`config.mk`:
```
export PLATFORM = sky130hd
export DESIGN_NAME = result_accumulator
export DESIGN_NICKNAME = d
export VERILOG_FILES = /design/src/rtl/result_accumulator_pkg.sv /design/src/rtl/result_accumulator_valid_delay_line.sv /design/src/rtl/result_accumulator.sv
export SDC_FILE = /design/constraint.sdc
export NUM_CORES = 1
export LEC_CHECK = 0
export ABC_AREA = 1
export CORE_ASPECT_RATIO = 0.75
export CORE_UTILIZATION = 55
export CTS_CLUSTER_DIAMETER = 40
export CTS_CLUSTER_SIZE = 40
export DETAILED_ROUTE_END_ITERATION = 6
export PLACE_DENSITY = 0.92
export SLEW_MARGIN = 5
export SYNTH_ARGS = -nofsm -noshare
export SYNTH_HDL_FRONTEND = slang
export SYNTH_SLANG_ARGS = --single-unit
```
`constraint.sdc`:
```
create_clock -name clock -period 3.71 [get_ports clock]
set_clock_uncertainty 0.15 [all_clocks]
set_input_delay 0.5565 -clock clock [delete_from_list [all_inputs] [get_ports clock]]
set_output_delay 0.5565 -clock clock [all_outputs]
set_load 0.1 [all_outputs]
```
`src/rtl/result_accumulator_pkg.sv`:
```
// Shared constants for the operand-math stage and its result consumer.
// Both sides take the math latency from here so the valid strobe and the
// data path cannot drift apart.
package result_accumulator_pkg;

   // Pipeline depth of the math stage: input1 + input2*(input4-input3).
   localparam int MATH_LATENCY       = 3;

   // Default operand width of the math stage.
   localparam int DEFAULT_DATA_WIDTH = 8;

   // Width of the saturating dropped-block counter.
   localparam int DROP_WIDTH         = 8;

   // Width of a math-stage result for a given operand width.
   function automatic int result_width(input int data_width);
      return 2 * data_width;
   endfunction

   // Occupancy of the single-entry output register.
   typedef enum logic {
      OUT_EMPTY = 1'b0,
      OUT_FULL  = 1'b1
   } out_state_e;

endpackage : result_accumulator_pkg

```
`src/rtl/result_accumulator_valid_delay_line.sv`:
```
// One-bit shift register that re-aligns a valid strobe with the output of a
// fixed-latency pipeline that carries no valid of its own. LATENCY must be at
// least 1; the output is the input delayed by exactly LATENCY clocks.
module valid_delay_line
   import result_accumulator_pkg::*;
#(
   parameter int LATENCY = MATH_LATENCY
) (
   input  logic clock,
   input  logic reset,
   input  logic in_valid,
   output logic out_valid
);

   logic [LATENCY-1:0] shift_d;
   logic [LATENCY-1:0] shift_q;

   // Shift the strobe one stage per clock, newest at bit 0.
   always_comb begin
      shift_d[0] = in_valid;
      for (int i = 1; i < LATENCY; i++) begin
         shift_d[i] = shift_q[i-1];
      end
   end

   // Delay line state; reset empties it so in-flight strobes are discarded.
   always_ff @(posedge clock or posedge reset) begin
      if (reset) begin
         shift_q <= '0;
      end else begin
         // NOTE: non-blocking so every stage samples the previous value of its neighbour.
         shift_q <= shift_d;
      end
   end

   assign out_valid = shift_q[LATENCY-1];

endmodule : valid_delay_line

```
`src/rtl/result_accumulator.sv`:
```
// Consumer of the operand-math stage. Re-aligns operands_valid to the math
// latency, accumulates qualified results in blocks of 2^LOG2_COUNT samples
// (or shorter blocks on flush) and presents sum, average and sample count in
// a single-entry valid/ready register. Blocks that complete while that
// register is held are dropped and counted.
module result_accumulator
   import result_accumulator_pkg::*;
#(
   parameter  int DATA_WIDTH = DEFAULT_DATA_WIDTH,
   parameter  int LOG2_COUNT = 3,
   parameter  int LATENCY    = MATH_LATENCY,
   localparam int RES_WIDTH  = result_width(DATA_WIDTH),
   localparam int ACC_WIDTH  = RES_WIDTH + LOG2_COUNT,
   localparam int CNT_WIDTH  = LOG2_COUNT + 1
) (
   input  logic                  clock,
   input  logic                  reset,
   input  logic                  operands_valid,
   input  logic [RES_WIDTH-1:0]  result,
   input  logic                  flush,
   output logic [ACC_WIDTH-1:0]  sum,
   output logic [RES_WIDTH-1:0]  average,
   output logic [CNT_WIDTH-1:0]  sample_count,
   output logic                  sum_valid,
   input  logic                  sum_ready,
   output logic [DROP_WIDTH-1:0] dropped_count
);

   localparam logic [CNT_WIDTH-1:0]  BLOCK_N  = CNT_WIDTH'(2 ** LOG2_COUNT);
   localparam logic [DROP_WIDTH-1:0] DROP_MAX = '1;

   // Result strobe aligned with the math-stage output.
   logic                  result_valid;

   // Accumulation path.
   logic [ACC_WIDTH-1:0]  acc_d, acc_q;
   logic [CNT_WIDTH-1:0]  count_d, count_q;
   logic [ACC_WIDTH-1:0]  acc_sum;
   logic [CNT_WIDTH-1:0]  count_sum;
   logic                  block_done;
   logic                  flush_emit;
   logic                  emit;

   // Output register and drop counter.
   out_state_e            state_d, state_q;
   logic                  load;
   logic                  drop;
   logic [ACC_WIDTH-1:0]  sum_d, sum_q;
   logic [RES_WIDTH-1:0]  average_d, average_q;
   logic [CNT_WIDTH-1:0]  sample_count_d, sample_count_q;
   logic [DROP_WIDTH-1:0] dropped_d, dropped_q;

   valid_delay_line #(
      .LATENCY (LATENCY)
   ) u_valid_delay (
      .clock     (clock),
      .reset     (reset),
      .in_valid  (operands_valid),
      .out_valid (result_valid)
   );

   // Add this cycle's sample and decide whether a block leaves this cycle.
   always_comb begin
      // NOTE: every combinational output gets a value on every path, so no latch is inferred.
      acc_sum    = acc_q;
      count_sum  = count_q;
      if (result_valid) begin
         acc_sum   = acc_q + ACC_WIDTH'(result);
         count_sum = count_q + CNT_WIDTH'(1);
      end
      // A full block and a coinciding flush produce a single emission.
      block_done = result_valid && (count_sum == BLOCK_N);
      flush_emit = flush && (count_sum != '0);
      emit       = block_done || flush_emit;
      // Clearing on emission lets the next cycle's sample open a new block.
      acc_d      = emit ? '0 : acc_sum;
      count_d    = emit ? '0 : count_sum;
   end

   // Accumulator and sample counter state.
   always_ff @(posedge clock or posedge reset) begin
      if (reset) begin
         acc_q   <= '0;
         count_q <= '0;
      end else begin
         acc_q   <= acc_d;
         count_q <= count_d;
      end
   end

   // Output register occupancy, load/drop decode and held-value update.
   always_comb begin
      state_d        = state_q;
      load           = 1'b0;
      drop           = 1'b0;
      sum_d          = sum_q;
      average_d      = average_q;
      sample_count_d = sample_count_q;
      dropped_d      = dropped_q;

      unique case (state_q)
         OUT_EMPTY: begin
            if (emit) begin
               load    = 1'b1;
               state_d = OUT_FULL;
            end
         end
         OUT_FULL: begin
            if (sum_ready) begin
               // An emission in the accept cycle replaces the held entry.
               load    = emit;
               state_d = emit ? OUT_FULL : OUT_EMPTY;
            end else begin
               drop = emit;
            end
         end
         default: state_d = OUT_EMPTY;
      endcase

      if (load) begin
         sum_d          = acc_sum;
         average_d      = RES_WIDTH'(acc_sum >> LOG2_COUNT);
         sample_count_d = count_sum;
      end

      if (drop && (dropped_q != DROP_MAX)) begin
         dropped_d = dropped_q + DROP_WIDTH'(1);
      end
   end

   // Output register, held block values and drop counter state.
   always_ff @(posedge clock or posedge reset) begin
      if (reset) begin
         state_q        <= OUT_EMPTY;
         sum_q          <= '0;
         average_q      <= '0;
         sample_count_q <= '0;
         dropped_q      <= '0;
      end else begin
         state_q        <= state_d;
         sum_q          <= sum_d;
         average_q      <= average_d;
         sample_count_q <= sample_count_d;
         dropped_q      <= dropped_d;
      end
   end

   assign sum           = sum_q;
   assign average       = average_q;
   assign sample_count  = sample_count_q;
   assign sum_valid     = (state_q == OUT_FULL);
   assign dropped_count = dropped_q;

endmodule : result_accumulator

```
==> impl_metrics.json <==
{
  "dominantRegCellSynth": "sky130_fd_sc_hd__dfrtp_1",
  "yosys.area_share.simple": 0.304,
  "cts_inserted_buffers": 9,
  "synth_top_area_share": 0.409,
  "timing.reg2reg.worst_path_depth": 9,
  "final.period_utilization": 0.721,
  "final-hold-violation-count": 0,
  "setup.worst_path.start_class": "flip-flop",
  "worstSetupPathType": "reg2out",
  "grt.met2_usage": 0.444,
  "vias": 3248,
  "synth-xor-area-share": 0.0346,
  "number_of_antenna_violations_at_the_first_check_in_global_routing": 0,
  "die_height_um": 71.5,
  "setup-violations-final": 0,
  "avgRoutedWirePerCell_um": 13.6,
  "yosys_warnings": 0,
  "post_synth_instance_area_um2": 3550,
  "met3_usage": 0.0764,
  "cts.path.max_buffers": 2,
  "fmax_mhz": 374,
  "postCtsHoldBufs": 0,
  "grt_first_pass_wirelength_um": 13900,
  "synth.area.top_cells": "sky130_fd_sc_hd__dfrtp_1 (41%), sky130_fd_sc_hd__nand2_1 (17%), sky130_fd_sc_hd__ha_1 (6.4%)",
  "fraction_of_final_layout_cells_with_drive_strength_greater_than_1": 0.0597,
  "muxShareOfSynthArea": 0.00282,
  "grt_setup_unrepaired": "no",
  "critical_path_depth": 1,
  "yosysTopAreaCell": "sky130_fd_sc_hd__dfrtp_1",
  "drv_cap": 0,
  "first_global_vias": 3144,
  "port_buffers": 68,
  "synth-edff-count": 0,
  "run_status": "complete, no violations",
  "total_routed_length_um": 8320,
  "synth-compound-area-share": 0.0783,
  "grtUsageMet1": 0.340,
  "timing.critical_path.buf_inv": 1,
  "maximum_level_of_the_cts_h_tree": 3,
  "share_of_the_yosys_chip_area_belonging_to_registers": 0.409,
  "die_area_um2": 6780,
  "synth.distinct_cells": 31,
  "viasPerCell": 5.29,
  "layout-area-overhead-vs-synth_pct": 24.0,
  "detail-route-antenna-nets": 0,
  "tightestPinTransition_ns": 0.981,
  "path_clk_slew_ns": 0.07,
  "grt_busiest_layer": "met2",
  "drtPass1Iterations": 4,
  "drt_drc_violations_left": 0,
  "yosys.area_share.adder": 0.0692,
  "final_layout_setup_total_negative_slack_ns": 0,
  "postSynth.asyncResetShare": 1.00,
  "timing.critical_path.to_type": "output port",
  "layout.cells.most_common": "sky130_fd_sc_hd__nand2_1",
  "cells_after_synth": 475,
  "hold_depth": 0,
  "tritoncts": "done",
  "synth.net_count": 515,
  "clock_sinks": 58,
  "clk_latency_ns": 0.35,
  "slew_headroom": 0.344,
  "setup_slack_of_the_critical_path_after_layout_ns": 1.04,
  "detailedPlacementHpwl_um": 5930,
  "maximum_number_of_pins_on_one_net_before_global_route_repair": 37,
  "preCtsSetupSlack_ns": 0.792,
  "global_route.overflow_total": 0,
  "post-cts-setup-buffers": 0,
  "slowest_stage_delay_on_critical_path_ns": 1.17,
  "finalWeightedCongestion": 0.931,
  "core_area_um2": 6010,
  "cp.arrival_ns": 1.97,
  "mean_instance_size_in_the_synthesized_netlist_um2": 7.47,
  "critical_path_required_ns": 3.00,
  "hold_class": "reg2reg",
  "most-common-layout-cells": "sky130_fd_sc_hd__nand2_1 (156), sky130_fd_sc_hd__clkdlybuf4s50_1 (68), sky130_fd_sc_hd__dfrtp_1 (58)",
  "cts.repair.resized": 0,
  "ctsRootBufferMaster": "sky130_fd_sc_hd__clkbuf_8",
  "number_of_rows_in_the_core_area": 24,
  "min_clock_period_post_route_ns": 2.67,
  "insertedDiodeCount": 0,
  "critPathSlowestCell": "sky130_fd_sc_hd__clkdlybuf4s50_1",
  "crit_family": "buffers and inverters",
  "global_route.usage.total": 0.270,
  "final_nets": 571,
  "synth_seq_cells": 58,
  "final_max_slew_viol_count": 0,
  "die_w_um": 94.7,
  "io_pins": 69,
  "initialDrtViolationCount": 218,
  "maximum_net_fanout_on_the_critical_path": 6,
  "synth_top_family_by_area": "simple AND/OR/NAND/NOR gates",
  "crit_path_cell_trace": "clkdlybuf4s50_1",
  "initial_util": 0.590
}
[state kept, by name (all words and copies together), names as in the netlist]
name and flops:
acc_q 19, sum 19, dropped_count 8, count_q 4
sample_count 4, u_valid_delay.shift_q 3, sum_valid 1
[cell usage after synthesis (2+ instances only)]
cell                       number
sky130_fd_sc_hd__a21oi_1       17
sky130_fd_sc_hd__buf_2          3
sky130_fd_sc_hd__buf_4         18
sky130_fd_sc_hd__buf_6          2
sky130_fd_sc_hd__clkbuf_1       2
sky130_fd_sc_hd__dfrtp_1       58
sky130_fd_sc_hd__ha_1          18
sky130_fd_sc_hd__inv_1         47
sky130_fd_sc_hd__nand2_1      156
sky130_fd_sc_hd__nand2_2        2
sky130_fd_sc_hd__nand2_4        2
sky130_fd_sc_hd__nand3_1       35
sky130_fd_sc_hd__nor2_1        45
sky130_fd_sc_hd__nor3_1         7
sky130_fd_sc_hd__o21ai_0       15
sky130_fd_sc_hd__o21ai_1       13
sky130_fd_sc_hd__o21bai_1       3
sky130_fd_sc_hd__or2_2          7
sky130_fd_sc_hd__xnor2_1        8
sky130_fd_sc_hd__xor2_1         6
[cells by family after synthesis]
kind of cell             Yosys count
multiplexers                       1
AND/OR/NAND/NOR                  259
XOR/XNOR                          14
adder cells (fa/ha/maj)           19
flip-flops                        58
AO/OA/AOI/OAI                     51
buffers and inverters             73
[through the flow]
stage                     hold slack [ns]  cells  cell area (um^2)   util
after floorplan                     0.181    475              3550      -
after global placement              0.184    598              4160  0.693
after detailed placement            0.193    598              4160  0.693
after CTS                           0.208    614              4400  0.732
after global routing                0.219    614              4400  0.732
final                               0.208    614              4400  0.732
[worst paths after layout]
path	to	start	slack, ns
max	dropped_count[2]	dropped_count[2]	1.04
min	u_valid_delay.shift_q[1]	u_valid_delay.shift_q[0]	0.21
max reg2reg	sample_count[2]	count_q[0]	1.24
min reg2reg	u_valid_delay.shift_q[1]	u_valid_delay.shift_q[0]	0.21
max in group asynchronous	acc_q[13]	reset	2.38
min in group asynchronous	dropped_count[7]	reset	0.39
[layer usage]
layer  vias to the layer above  wire length (um)
li1                       1596                 -
met1                      1533              3750
met2                       103              3950
met3                        16               469
met4                         0               150
met5                         -                 0
[cell type report]
type                            instances  area, um^2
Tap cell                               78        97.6
Multi-Input combinational cell        344        1730
Clock inverter                          5         103
Fill cell                             476        1610
Clock buffer                           11         131
Inverter                               47         176
Timing Repair Buffer                   71         703
Sequential cell                        58        1450
Power is left out: the tool's default activity adds up to more than one toggle a clock period on the data nets, which glitch-free logic cannot reach.
